File: src/rtl/wb_b3_arbiter_2m.sv
// Two-master / one-slave Wishbone B3 arbiter feeding the external RAM port.
// Round-robin with burst-atomic grants and a stalled-transfer watchdog.
module wb_b3_arbiter_2m #(
  parameter int unsigned AW      = 32,
  parameter int unsigned DW      = 32,
  parameter int unsigned TIMEOUT = 1024,
  parameter int unsigned TW      = 16
) (
  input  logic              wb_clk_i,
  input  logic              wb_rst_i,

  input  logic [AW-1:0]     m0_adr_i,
  input  logic [DW-1:0]     m0_dat_i,
  input  logic [DW/8-1:0]   m0_sel_i,
  input  logic              m0_cyc_i,
  input  logic              m0_stb_i,
  input  logic              m0_we_i,
  input  logic [2:0]        m0_cti_i,
  input  logic [1:0]        m0_bte_i,
  output logic [DW-1:0]     m0_dat_o,
  output logic              m0_ack_o,
  output logic              m0_err_o,
  output logic              m0_rty_o,

  input  logic [AW-1:0]     m1_adr_i,
  input  logic [DW-1:0]     m1_dat_i,
  input  logic [DW/8-1:0]   m1_sel_i,
  input  logic              m1_cyc_i,
  input  logic              m1_stb_i,
  input  logic              m1_we_i,
  input  logic [2:0]        m1_cti_i,
  input  logic [1:0]        m1_bte_i,
  output logic [DW-1:0]     m1_dat_o,
  output logic              m1_ack_o,
  output logic              m1_err_o,
  output logic              m1_rty_o,

  output logic [AW-1:0]     s_adr_o,
  output logic [DW-1:0]     s_dat_o,
  output logic [DW/8-1:0]   s_sel_o,
  output logic              s_cyc_o,
  output logic              s_stb_o,
  output logic              s_we_o,
  output logic [2:0]        s_cti_o,
  output logic [1:0]        s_bte_o,
  input  logic [DW-1:0]     s_dat_i,
  input  logic              s_ack_i,
  input  logic              s_err_i,
  input  logic              s_rty_i,

  output logic [1:0]        grant_o
);

  typedef enum logic [1:0] {IDLE, GNT0, GNT1} state_t;

  localparam bit WD_EN = (TIMEOUT != 0);

  state_t        state_q, state_d;
  logic          last_owner_q, last_owner_d;
  logic [TW-1:0] wd_q, wd_d;

  logic own_stb;
  logic s_term;
  logic abort;

  always_comb begin
    own_stb = 1'b0;
    case (state_q)
      GNT0:    own_stb = m0_cyc_i & m0_stb_i;
      GNT1:    own_stb = m1_cyc_i & m1_stb_i;
      default: own_stb = 1'b0;
    endcase
  end

  assign s_term = s_ack_i | s_err_i | s_rty_i;
  assign abort  = WD_EN && own_stb && (wd_q == TW'(TIMEOUT));

  always_comb begin
    state_d      = state_q;
    last_owner_d = last_owner_q;
    case (state_q)
      IDLE: begin
        if (m0_cyc_i && m1_cyc_i) state_d = last_owner_q ? GNT0 : GNT1;
        else if (m0_cyc_i)        state_d = GNT0;
        else if (m1_cyc_i)        state_d = GNT1;
      end
      GNT0: if (!m0_cyc_i) state_d = m1_cyc_i ? GNT1 : IDLE;
      GNT1: if (!m1_cyc_i) state_d = m0_cyc_i ? GNT0 : IDLE;
      default: state_d = IDLE;
    endcase
    if (state_d == GNT0 && state_q != GNT0) last_owner_d = 1'b0;
    if (state_d == GNT1 && state_q != GNT1) last_owner_d = 1'b1;
  end

  // Counts only uninterrupted stalled strobe cycles within one grant.
  always_comb begin
    wd_d = '0;
    if (WD_EN && (state_d == state_q) && own_stb && !s_term && !abort)
      wd_d = wd_q + TW'(1);
  end

  always_ff @(posedge wb_clk_i or posedge wb_rst_i) begin
    if (wb_rst_i) begin
      state_q      <= IDLE;
      last_owner_q <= 1'b1;
      wd_q         <= '0;
    end else begin
      state_q      <= state_d;
      last_owner_q <= last_owner_d;
      wd_q         <= wd_d;
    end
  end

  assign m0_dat_o = s_dat_i;
  assign m1_dat_o = s_dat_i;

  always_comb begin
    s_adr_o  = m0_adr_i;
    s_dat_o  = m0_dat_i;
    s_sel_o  = m0_sel_i;
    s_cti_o  = m0_cti_i;
    s_bte_o  = m0_bte_i;
    s_cyc_o  = 1'b0;
    s_stb_o  = 1'b0;
    s_we_o   = 1'b0;
    m0_ack_o = 1'b0;
    m0_err_o = 1'b0;
    m0_rty_o = 1'b0;
    m1_ack_o = 1'b0;
    m1_err_o = 1'b0;
    m1_rty_o = 1'b0;
    grant_o  = 2'b00;
    case (state_q)
      GNT0: begin
        grant_o  = 2'b01;
        s_cyc_o  = m0_cyc_i & ~abort;
        s_stb_o  = m0_stb_i & ~abort;
        s_we_o   = m0_we_i;
        m0_ack_o = s_ack_i & ~abort;
        m0_err_o = s_err_i | abort;
        m0_rty_o = s_rty_i & ~abort;
      end
      GNT1: begin
        grant_o  = 2'b10;
        s_adr_o  = m1_adr_i;
        s_dat_o  = m1_dat_i;
        s_sel_o  = m1_sel_i;
        s_cti_o  = m1_cti_i;
        s_bte_o  = m1_bte_i;
        s_cyc_o  = m1_cyc_i & ~abort;
        s_stb_o  = m1_stb_i & ~abort;
        s_we_o   = m1_we_i;
        m1_ack_o = s_ack_i & ~abort;
        m1_err_o = s_err_i | abort;
        m1_rty_o = s_rty_i & ~abort;
      end
      default: ;
    endcase
  end

endmodule

File: config.mk
export PLATFORM = sky130hd
export DESIGN_NAME = wb_b3_arbiter_2m
export DESIGN_NICKNAME = d
export VERILOG_FILES = /design/src/rtl/wb_b3_arbiter_2m.sv
export SDC_FILE = /design/constraint.sdc
export NUM_CORES = 1
export LEC_CHECK = 0
export CORE_AREA = 2 2 131 133
export CTS_BUF_LIST = sky130_fd_sc_hd__clkbuf_4 sky130_fd_sc_hd__clkbuf_8
export CTS_CLUSTER_SIZE = 8
export DETAILED_ROUTE_END_ITERATION = 12
export DIE_AREA = 0 0 133 135
export PLACE_DENSITY_LB_ADDON = 0.15
export SETUP_SLACK_MARGIN = 0.3
export SYNTH_ARGS = -nofsm -noshare
export SYNTH_HDL_FRONTEND = slang
export SYNTH_SLANG_ARGS = --single-unit
File: constraint.sdc
create_clock -name wb_clk_i -period 4.65 [get_ports wb_clk_i]
set_clock_uncertainty 0.1 [all_clocks]
set_input_delay 0.93 -clock wb_clk_i [delete_from_list [all_inputs] [get_ports wb_clk_i]]
set_output_delay 0.93 -clock wb_clk_i [all_outputs]
set_load 0.03 [all_outputs]
Yosys cells after proc, flatten, opt, wreduce, memory -nomap -nowiden. Index checks and enable logic that the tools add are counted. Widths: inputs -> output; s select.

Register bits after elaboration: 19. Input port bits: 189. Output and inout port bits: 148. Logic and storage cells: 63.

Add/subtract/negate cells: 1. Equality and inequality tests: 8. Multiplexer cells: 28. Bitwise logic cells: 12. Reductions and logical operators: 11.

Operators with widths (count): $mux 32 (2); $add 16x1->16 const B (1); $eq 16x11->1 const B (1); $mux 16 (1); $mux 2 (8); $mux 1 (9); $and 1x1->1 (8); $pmux 1 s2 (4); $logic_and 1x1->1 (7); $pmux 2 s3 (1); $eq 2x1->1 const B (2); $eq 2x2->1 const B (2); $mux 4 (1); $pmux 2 s2 (1); $mux 3 (1); $or 1x1->1 (3); $eq 2x2->1 (1); $logic_not 1->1 (2); $logic_not 2->1 (1); $ne 2x1->1 const B (1); $ne 2x2->1 const B (1); $reduce_bool 2->1 (1); $not 1->1 (1).

Depth between registers and ports, before layout. Gate-level depths: netlist (run 1).

Depth after elaboration: 9. Gate-level depth with buffers: 9. Mapped depth without buffers: 7.

Least setup slack after synthesis (run 1). Ideal clock, no wire load.

Path type: register to output. Start: register state_q[0]. End: output m1_err_o. Arrival: 2458 ps. Required time: 3620 ps. Slack: 1162 ps. Cell stages (with the launch flop): 7. Cells stage by stage: dfrtp_1 -> inv_1 -> ha_1 -> buf_2 -> buf_2 -> buf_1 -> a21boi_0.

Longest elaborated chain between the ends: 5. Elaborated cells between the ends (all ways): 6.

RTL lines: from (decl) (RTL line 58) `state_t state_q, state_d;`; from (signal assigned) (RTL line 108) `state_q <= state_d;`; $eq 2x2->1 or $eq 2x1->1 (tied branches) (RTL line 68, 133); $pmux 1 s2 (RTL line 68) `case (state_q)`; $logic_and 1x1->1 (RTL line 76) `assign abort = WD_EN && own_stb && (wd_q == TW'(TIMEOUT));`; $or 1x1->1 (RTL line 154) `m1_err_o = s_err_i | abort;`; $mux 1 * (RTL line 133) `case (state_q)`; to (decl) (RTL line 35) `output logic m1_err_o,`.

Every way passes the cells marked *; elsewhere a longest branch is shown, timed or not.

Worst setup path after layout (run 1).
Start: register state_q[0]. End: output m0_err_o.

Longest elaborated chain between the ends: 5. Elaborated cells between the ends (all ways): 6.

RTL lines: $eq 2x2->1 or $eq 2x1->1 (tied branches) (RTL line 68, 133); $pmux 1 s2 (RTL line 68); $logic_and 1x1->1 (RTL line 76); $or 1x1->1 (RTL line 140) `m0_err_o = s_err_i | abort;`; $mux 1 * (RTL line 133); to (decl) (RTL line 22) `output logic m0_err_o,`.

Marks and branches as above.

==> metrics list, run 1 <==
* Layout-stage area growth over the synthesis result: 80.2%
- After floorplanning, the core was divided into 47 placement rows.
* Number of different library cells in the post-synthesis netlist: 39
* RSZ-0062 raised after global routing: no
* P_int: 1030 uW
* Clk Latency, worst-skew pair: 0.26 ns
- Biggest area consumer among synthesized cells: sky130_fd_sc_hd__mux2_2
- The number of antenna diodes in the final layout is 0.
- Async S/R FF share, synth: 1.00
- A synthesized cell averages 9.10 um^2.
* Total die area: 0.0180 mm^2
- Clock transition time at the flip-flop clock pins of the worst setup and hold paths: 0.08 ns
- After routing the design area is 0.00497 mm^2.
* Post-Synthesis Net Count: 500
- The critical path goes through inv_1, ha_1, nor4b_1, nand4_1, nand2b_1, a21boi_0, clkdlybuf4s50_1.
- Predominant post-synthesis flop cell: sky130_fd_sc_hd__dfrtp_1
- Post-layout minimum cycle time: 4.01 ns
* Max-cap violation count: 0
* H-tree levels: 1
- Of the synthesized area, sequential elements account for 0.173.
* Detailed placement HPWL: 10,900 um
- Placed instance area: 0.00492 mm^2
- sky130_fd_sc_hd__mux2_2 is the most common cell in the netlist.
- Count of pins on the block boundary: 337
- In this run the power density over the cells is 420 mW/mm^2.
- The run finished with clean final reports.
* Headroom to the max-slew limit: 0.350
* Post-synth top area share: 0.298
- Total clock buffers created by CTS: 3
* Share of final-layout standard cells stronger than drive strength 1: 0.205
- CTS resizes: 0
* Initial antenna violation count: 0
- Setup TNS: 0 ns
* Count of pins over their slew limit: 0
- STA classifies the critical path endpoint as an output port.
* Final wirelength: 12,400 um
* Overflow left after global routing: 0
* Number of warnings reported in the yosys synthesis log: 0
- Leak Pwr: 0.00186 uW
- The commonest cells after synthesis are 73 x sky130_fd_sc_hd__mux2_2, 65 x sky130_fd_sc_hd__buf_4, 22 x sky130_fd_sc_hd__nand2_1.
- Initial Utilization: 0.168
- In this design, the stage delay of the slowest critical-path cell is 0.69 ns.
* Clk network pwr share: 0.054
- Slowest stage cell on the critical path: sky130_fd_sc_hd__clkdlybuf4s50_1
* Hold violation total from the final report: 0
- Hold repair after CTS inserted 0 buffers.
- Maximum number of pins on one net before global-route repair: 33
- Of the total power, registers draw 0.097.
- The count of nets left with antenna violations once routing finished came out at 0.
* Synth top area cells: sky130_fd_sc_hd__mux2_2 30%, sky130_fd_sc_hd__buf_4 18%, sky130_fd_sc_hd__dfrtp_1 16%
- DRC errors left: 0
- The detailed router placed 2,770 vias in this run.
- For the pin with the worst max-slew slack, the measured transition is 0.974 ns.
- Of the available clock period, the critical path in the final layout requires 0.862.
- Buffers added to address setup during post-CTS repair amount to 0.
* Area of the placeable core: 0.0164 mm^2
- Total net switching power: 1060 uW
* Detailed-route wire length per cell: 17.9 um
- Counting flops and latches in the post-synthesis netlist gives 19.
* Startpoint types: flop
- Total track usage: 0.133
- Count of clock tree sinks: 19
* Maximum number of buffers from clock root to sink: 2
- Static timing analysis puts the maximum clock frequency at 0.249 GHz.
- Post-synthesis instance total: 303
- Required time at the endpoint of the critical path: 3.62 ns
- Setup violations remaining at the end of the flow were counted as 0.
- Of the total power, the share spent switching nets is 0.508.
- The worst setup path is of the reg -> out kind.
- After synthesis the cells add up to 0.00276 mm^2.
- At the end of routability-driven placement, the weighted congestion stood at 0.776.
* Die Ht: 135 um
- Top fanout value on the critical path: 8
- Worst ir drop on vdd: 186 uV
- Clock root buffer: sky130_fd_sc_hd__clkbuf_8
- Combinational share of power: 0.849
- X dimension of the die: 133 um
- The first TritonRoute pass finished after 6 iterations.
- Counting flops with a built-in enable in the synthesized netlist gives 0.
- Vias in the first global route: 2,967
- The path class of the tightest hold or removal check is reg -> reg.
- The first routing iteration left 111 violations.
- Global-route wire length before repair: 18,000 um
- Post-DR vias/cell: 4.00
- After the last flow step, the layout net total stands at 671.
- For the worst setup path, the data arrival time is 2.98 ns.
- TritonCTS built the clock tree.
* Number of buffers inserted by port buffering: 240
[placed cells by master (no fill, tap or decap), types with 8 or more instances in the layout]
cell type                         instances
sky130_fd_sc_hd__clkdlybuf4s50_1        240
sky130_fd_sc_hd__dfrtp_1                 18
sky130_fd_sc_hd__inv_1                    8
sky130_fd_sc_hd__mux2_2                  73
sky130_fd_sc_hd__nand2_1                 22
sky130_fd_sc_hd__nand3_1                 11
sky130_fd_sc_hd__nor3_1                   8
sky130_fd_sc_hd__nor3_2                  10
sky130_fd_sc_hd__xor2_1                  10
[stage by stage]
| stage | worst slack, ns | hold WS (ns) | total power [uW] | utilization | std cells |
|---|---|---|---|---|---|
| global route | 0.473 | 0.462 | 2200 | 0.303 | 693 |
| global placement | 0.810 | 0.405 | 1990 | 0.300 | 689 |
| floorplan | 1.16 | 0.381 | 1390 | - | 303 |
| CTS | 0.642 | 0.427 | 2120 | 0.303 | 693 |
| detailed placement | 0.770 | 0.423 | 2000 | 0.300 | 689 |
| finish | 0.641 | 0.421 | 2090 | 0.303 | 693 |
[cell families after synthesis]
| family | share of synthesized area |
|---|---|
| adder cells (fa/ha/maj) | 0.0363 |
| flip-flops | 0.173 |
| XOR/XNOR | 0.0504 |
| multiplexers | 0.305 |
| AO/OA/AOI/OAI | 0.0454 |
| AND/OR/NAND/NOR | 0.178 |
| buffers and inverters | 0.212 |
[critical path, delay by kind of cell (launching register included)]
kind | cells | cell delay, ns
adder cells (fa/ha/maj) | 1 | 0.39
buffers and inverters | 2 | 0.89
flip-flops | 1 | 0.50
AO/OA/AOI/OAI | 1 | 0.20
AND/OR/NAND/NOR | 3 | 0.73
[final cells by class]
class | instances | area, um^2
fillers | 1717 | 11400
repair buffers | 244 | 2430
multi-input cells | 198 | 1710
flip-flops and latches | 19 | 477
well taps | 220 | 275
clock buffers | 3 | 41.3
inverters | 8 | 30.0
clock inverters | 1 | 5.00
[sequential cells by signal, summed over array words and instances (netlist names)]
register      flops
last_owner_q      1
state_q           2
wd_q             16
[power by group through the flow]
stage	Combinational (uW)	Sequential, uW	Clock [uW]
floorplan	1190	198	0
global placement	1790	204	0
detailed placement	1790	205	0
CTS	1800	202	118
global route	1870	203	124
finish	1770	202	114
[layer usage]
metal  vias to the layer above  share of wire  track usage
met2                       168           0.49        0.231
li1                       1333              -            -
met3                         5          0.093       0.0443
met5                         -              0            0
met4                         0         0.0020      0.00896
met1                      1264           0.42        0.166
[final timing paths]
| check | startpoint | end | slack (ns) | depth (start not counted) |
|---|---|---|---|---|
| max in group asynchronous | wb_rst_i | wd_q[3] | 2.94 | 2 |
| max | state_q[0] | m0_err_o | 0.64 | 7 |
| min in group asynchronous | wb_rst_i | wd_q[5] | 1.01 | 2 |
| min | wd_q[0] | wd_q[0] | 0.42 | 1 |
| max reg2reg | state_q[0] | wd_q[2] | 1.74 | 7 |
| min reg2reg | wd_q[0] | wd_q[0] | 0.42 | 1 |
(Power assumes the default switching activity.)
==> inputs of run 2 (changes only) <==
--- a/config.mk
+++ b/config.mk
@@ -15,3 +15,4 @@
 export SYNTH_ARGS = -nofsm -noshare
 export SYNTH_HDL_FRONTEND = slang
 export SYNTH_SLANG_ARGS = --single-unit
+export TNS_END_PERCENT = 100
==> results of run 2 <==
No change in the layout: final DEF, timing and power equal those of run 1.
==> inputs of run 3 (changes only) <==
--- a/config.mk
+++ b/config.mk
@@ -5,11 +5,12 @@
 export SDC_FILE = /design/constraint.sdc
 export NUM_CORES = 1
 export LEC_CHECK = 0
-export CORE_AREA = 2 2 131 133
+export ABC_AREA = 1
+export CORE_AREA = 2 2 130 132
 export CTS_BUF_LIST = sky130_fd_sc_hd__clkbuf_4 sky130_fd_sc_hd__clkbuf_8
 export CTS_CLUSTER_SIZE = 8
 export DETAILED_ROUTE_END_ITERATION = 12
-export DIE_AREA = 0 0 133 135
+export DIE_AREA = 0 0 132 134
 export PLACE_DENSITY_LB_ADDON = 0.15
 export SETUP_SLACK_MARGIN = 0.3
 export SYNTH_ARGS = -nofsm -noshare
==> metrics list, run 3 <==
* Outcome: finished clean
* Worst setup EP type: output port
- Sequential fraction of the synthesis area: 0.170
- The pre-antenna-repair detailed-routing pass consisted of 7 iterations.
- Detailed placement finished with a half-perimeter wire length of 13,100 um.
- The register with the most flip-flops in the layout has 16 of them.
* Max-cap violation count: 0
- In the final layout, the registers with the most flip-flops are wd_q (16), state_q (2), last_owner_q (1).
- Counting tap cells, the placed design contains a total of 867 instances.
- Final wirelength: 15,100 um
* Adder-Cell Fraction of Synth Area: 0.0358
- Once detail routing completed, the nets flagged for antenna violations numbered 0.
* Post-route total power: 2400 uW
- The share of total power dissipated in the clock network is 0.050.
* Fmax: 0.252 GHz
- Actual transition at the worst max-transition pin: 0.812 ns
- Area of the placeable core: 0.0163 mm^2
- The die is 134 um tall.
- By instance count, the leading cell after synthesis is sky130_fd_sc_hd__nand2_1.
* Net Sw Frac: 0.572
* Combinational share of power: 0.864
- Total clock buffers created by CTS: 3
- Area share of and/or/nand/nor cells after synthesis: 0.508
* Clock root buffer: sky130_fd_sc_hd__clkbuf_8
- Total via count after detailed routing: 3,530
- Post-synthesis instance total: 485
- Row generation in the floorplan step produced 47 rows.
- In this run, synthesis inferred 0 flip-flops with an integrated enable.
- Post-Syn Area: 0.00280 mm^2
* Detailed-route wire length per cell: 17.3 um
- TritonCTS built the clock tree.
- The total overflow left after global routing is 0.
- Most common library cells after synthesis: 255 x sky130_fd_sc_hd__nand2_1, 64 x sky130_fd_sc_hd__buf_4, 23 x sky130_fd_sc_hd__inv_1
- Setup violations remaining at the end of the flow were counted as 0.
* Initial antenna violation count: 7
- Main combinational cell family by area after synthesis: simple AND/OR/NAND/NOR gates
- Top fanout value on the critical path: 7
* Class of the worst hold path: reg -> reg
* Placer's final routability congestion estimate: 0.875
- H-tree levels: 1
- Each instance of the synthesized netlist takes up on average 5.77 um^2.
- Entering global routing, the biggest net connects 77 pins.
* Worst-case register-to-register setup slack: 1.96 ns
* DR iter-0 viols: 207
* Leading cell types in the layout, fill and taps excluded: 255 x sky130_fd_sc_hd__nand2_1, 240 x sky130_fd_sc_hd__clkdlybuf4s50_1, 23 x sky130_fd_sc_hd__inv_1
- RSZ-0062 raised after global routing: no
- Required time at the endpoint of the critical path: 3.62 ns
* Setup TNS: 0 ns
* Pwr per Cell Area: 478 mW/mm^2
- In the synthesized netlist the async set-or-reset flop fraction comes to 1.00.
- Number of buffers inserted by port buffering: 240
- Total track usage: 0.160
* Final cycle utilization of the critical path: 0.854
- Post-synth top area share: 0.342
- Fill cell instance count of the final layout: 1,803
- Leading cell type in the layout, fill and taps excluded: sky130_fd_sc_hd__nand2_1
- Global-route layer with the greatest usage: met2
- In the final layout, the share of cells above drive strength 1 is 0.0522.
* Count of pins on the block boundary: 337
- Biggest area consumer among synthesized cells: sky130_fd_sc_hd__nand2_1
- During synthesis, Yosys emitted a total of 0 warnings.
- Dividing the detail-routed via count by the number of cells gives 4.04.
- Leak Pwr: 0.00223 uW
- Net total in the final layout: 849
- P_int: 1030 uW
- The setup path with the least slack is of type in -> out.
* Sequential share of power: 0.085
* Startpoint types: primary input
- After layout, the minimum clock period comes to 3.97 ns.
- Hold buffer count at cts: 0
- After clock tree synthesis, the clock-pin slew on the worst setup and hold paths is 0.07 ns.
- The analysis attributes to net switching a power of 1370 uW.
- Global-route wire length before repair: 21,600 um
- The via count of the first global-routing pass was 3,589.
- Met1 capacity usage during global routing: 0.191
* Final cell count without fillers: 873
- In the global route stage, met3 resource usage came out at 0.0899.
* Met2 Usage GRT: 0.260
- Hold slack final: 0.394 ns
- Count of pins over their slew limit: 0
- Clk Latency, worst-skew pair: 0.25 ns
- Synth top area cells: sky130_fd_sc_hd__nand2_1 34%, sky130_fd_sc_hd__buf_4 17%, sky130_fd_sc_hd__dfrtp_1 16%
* Total setup buffers inserted after CTS: 0
- CTS resizes: 0
* Multiplexer area fraction after synthesis: 0
* Total die area: 0.0177 mm^2
- Predominant post-synthesis flop cell: sky130_fd_sc_hd__dfrtp_1
- IR analysis of the VDD net gives a maximum drop of 228 uV.
- Data arrives at the worst endpoint at 2.94 ns.
* Post-Synthesis Net Count: 682
- The fraction of the mapped netlist area in compound gates is 0.0121.
- In this run the tightest slew margin relative to its limit is 0.459.
- Clock tree synthesis found a total of 19 sinks.
- DRC errors left: 0
* Most flop-heavy register: wd_q
* Layout-stage area growth over the synthesis result: 79.1%
- The number of hold violations in the final report is 0.
- Of the total synthesized cell area, the portion taken by XOR and XNOR cells is 0.0376.
- After synthesis the netlist holds a flip-flop and latch count of 19.
- The initial utilization of the core area, before any placement, comes to 0.172.
- Number of different library cells in the post-synthesis netlist: 26
* X dimension of the die: 132 um
- In this run the deepest clock path goes through 2 buffers.
==> run 3: cell count changes in the layout (fill, tap and decap cells not counted), sizes merged, moves of 6 or more <==
cell,delta
nor4b,-6
nand2,+236
nand3,+15
inv,+18
nor2,+16
mux2,-73
a31oi,-6
==> run 3: kinds of logic (layout without fill, tap and decap cells) <==
group | count (synthesis) | in the layout
compound gates | 6 | 6
xor+xnor | 12 | 12
fa+ha+maj | 8 | 8
buf+inv | 108 | 274
flops | 19 | 19
other cells | 0 | 2
simple gates | 332 | 332
==> run 3: path summary, 6_finish.rpt <==
| path | end | depth (start not counted) | from |
|---|---|---|---|
| max | m1_err_o | 6 | m0_cyc_i |
| min | last_owner_q | 2 | last_owner_q |
| max reg2reg | wd_q[15] | 8 | state_q[0] |
| min reg2reg | last_owner_q | 2 | last_owner_q |
| max in group asynchronous | wd_q[8] | 2 | wb_rst_i |
| min in group asynchronous | wd_q[1] | 2 | wb_rst_i |
==> run 3: routing by layer <==
layer / vias to the layer above / part of all wire
li1: 1748 / -
met1: 1557 / 0.39
met2: 195 / 0.46
met3: 20 / 0.14
met4: 10 / 0.0084
met5: - / 0.0041
==> run 3: power by group through the flow <==
stage / combinational [uW] / clock (uW) / sequential [uW]
after floorplan: 1280 / 0 / 199
after global placement: 2090 / 0 / 205
after detailed placement: 2100 / 0 / 206
after CTS: 2110 / 126 / 203
after global routing: 2210 / 132 / 205
final: 2070 / 120 / 204
==> run 3: worst max-delay path, stage by stage <==
cell and delay [ns]:
sky130_fd_sc_hd__clkdlybuf4s50_1 0.64, sky130_fd_sc_hd__nand3_2 0.11, sky130_fd_sc_hd__a21oi_1 0.19, sky130_fd_sc_hd__nand3_2 0.17, sky130_fd_sc_hd__a21oi_1 0.20, sky130_fd_sc_hd__clkdlybuf4s50_1 0.69
==> run 3: metrics by stage <==
stage	area [um^2]	utilization	worst slack, ns
finish	5010	0.308	0.677
global route	5010	0.307	0.589
CTS	5010	0.307	0.689
detailed placement	4960	0.304	0.689
global placement	4960	0.304	0.748
floorplan	2800	-	1.69
==> run 3: final cells by class <==
class / instances / area, um^2 / share of cell area
tap: 220 / 275 / 0.0549
inverter: 26 / 97.6 / 0.0195
timing repair buffer: 244 / 2440 / 0.488
antenna: 2 / 5.00 / 0.000999
sequential: 19 / 477 / 0.0951
multi-input combinational: 358 / 1660 / 0.332
clock buffer: 4 / 48.8 / 0.00974
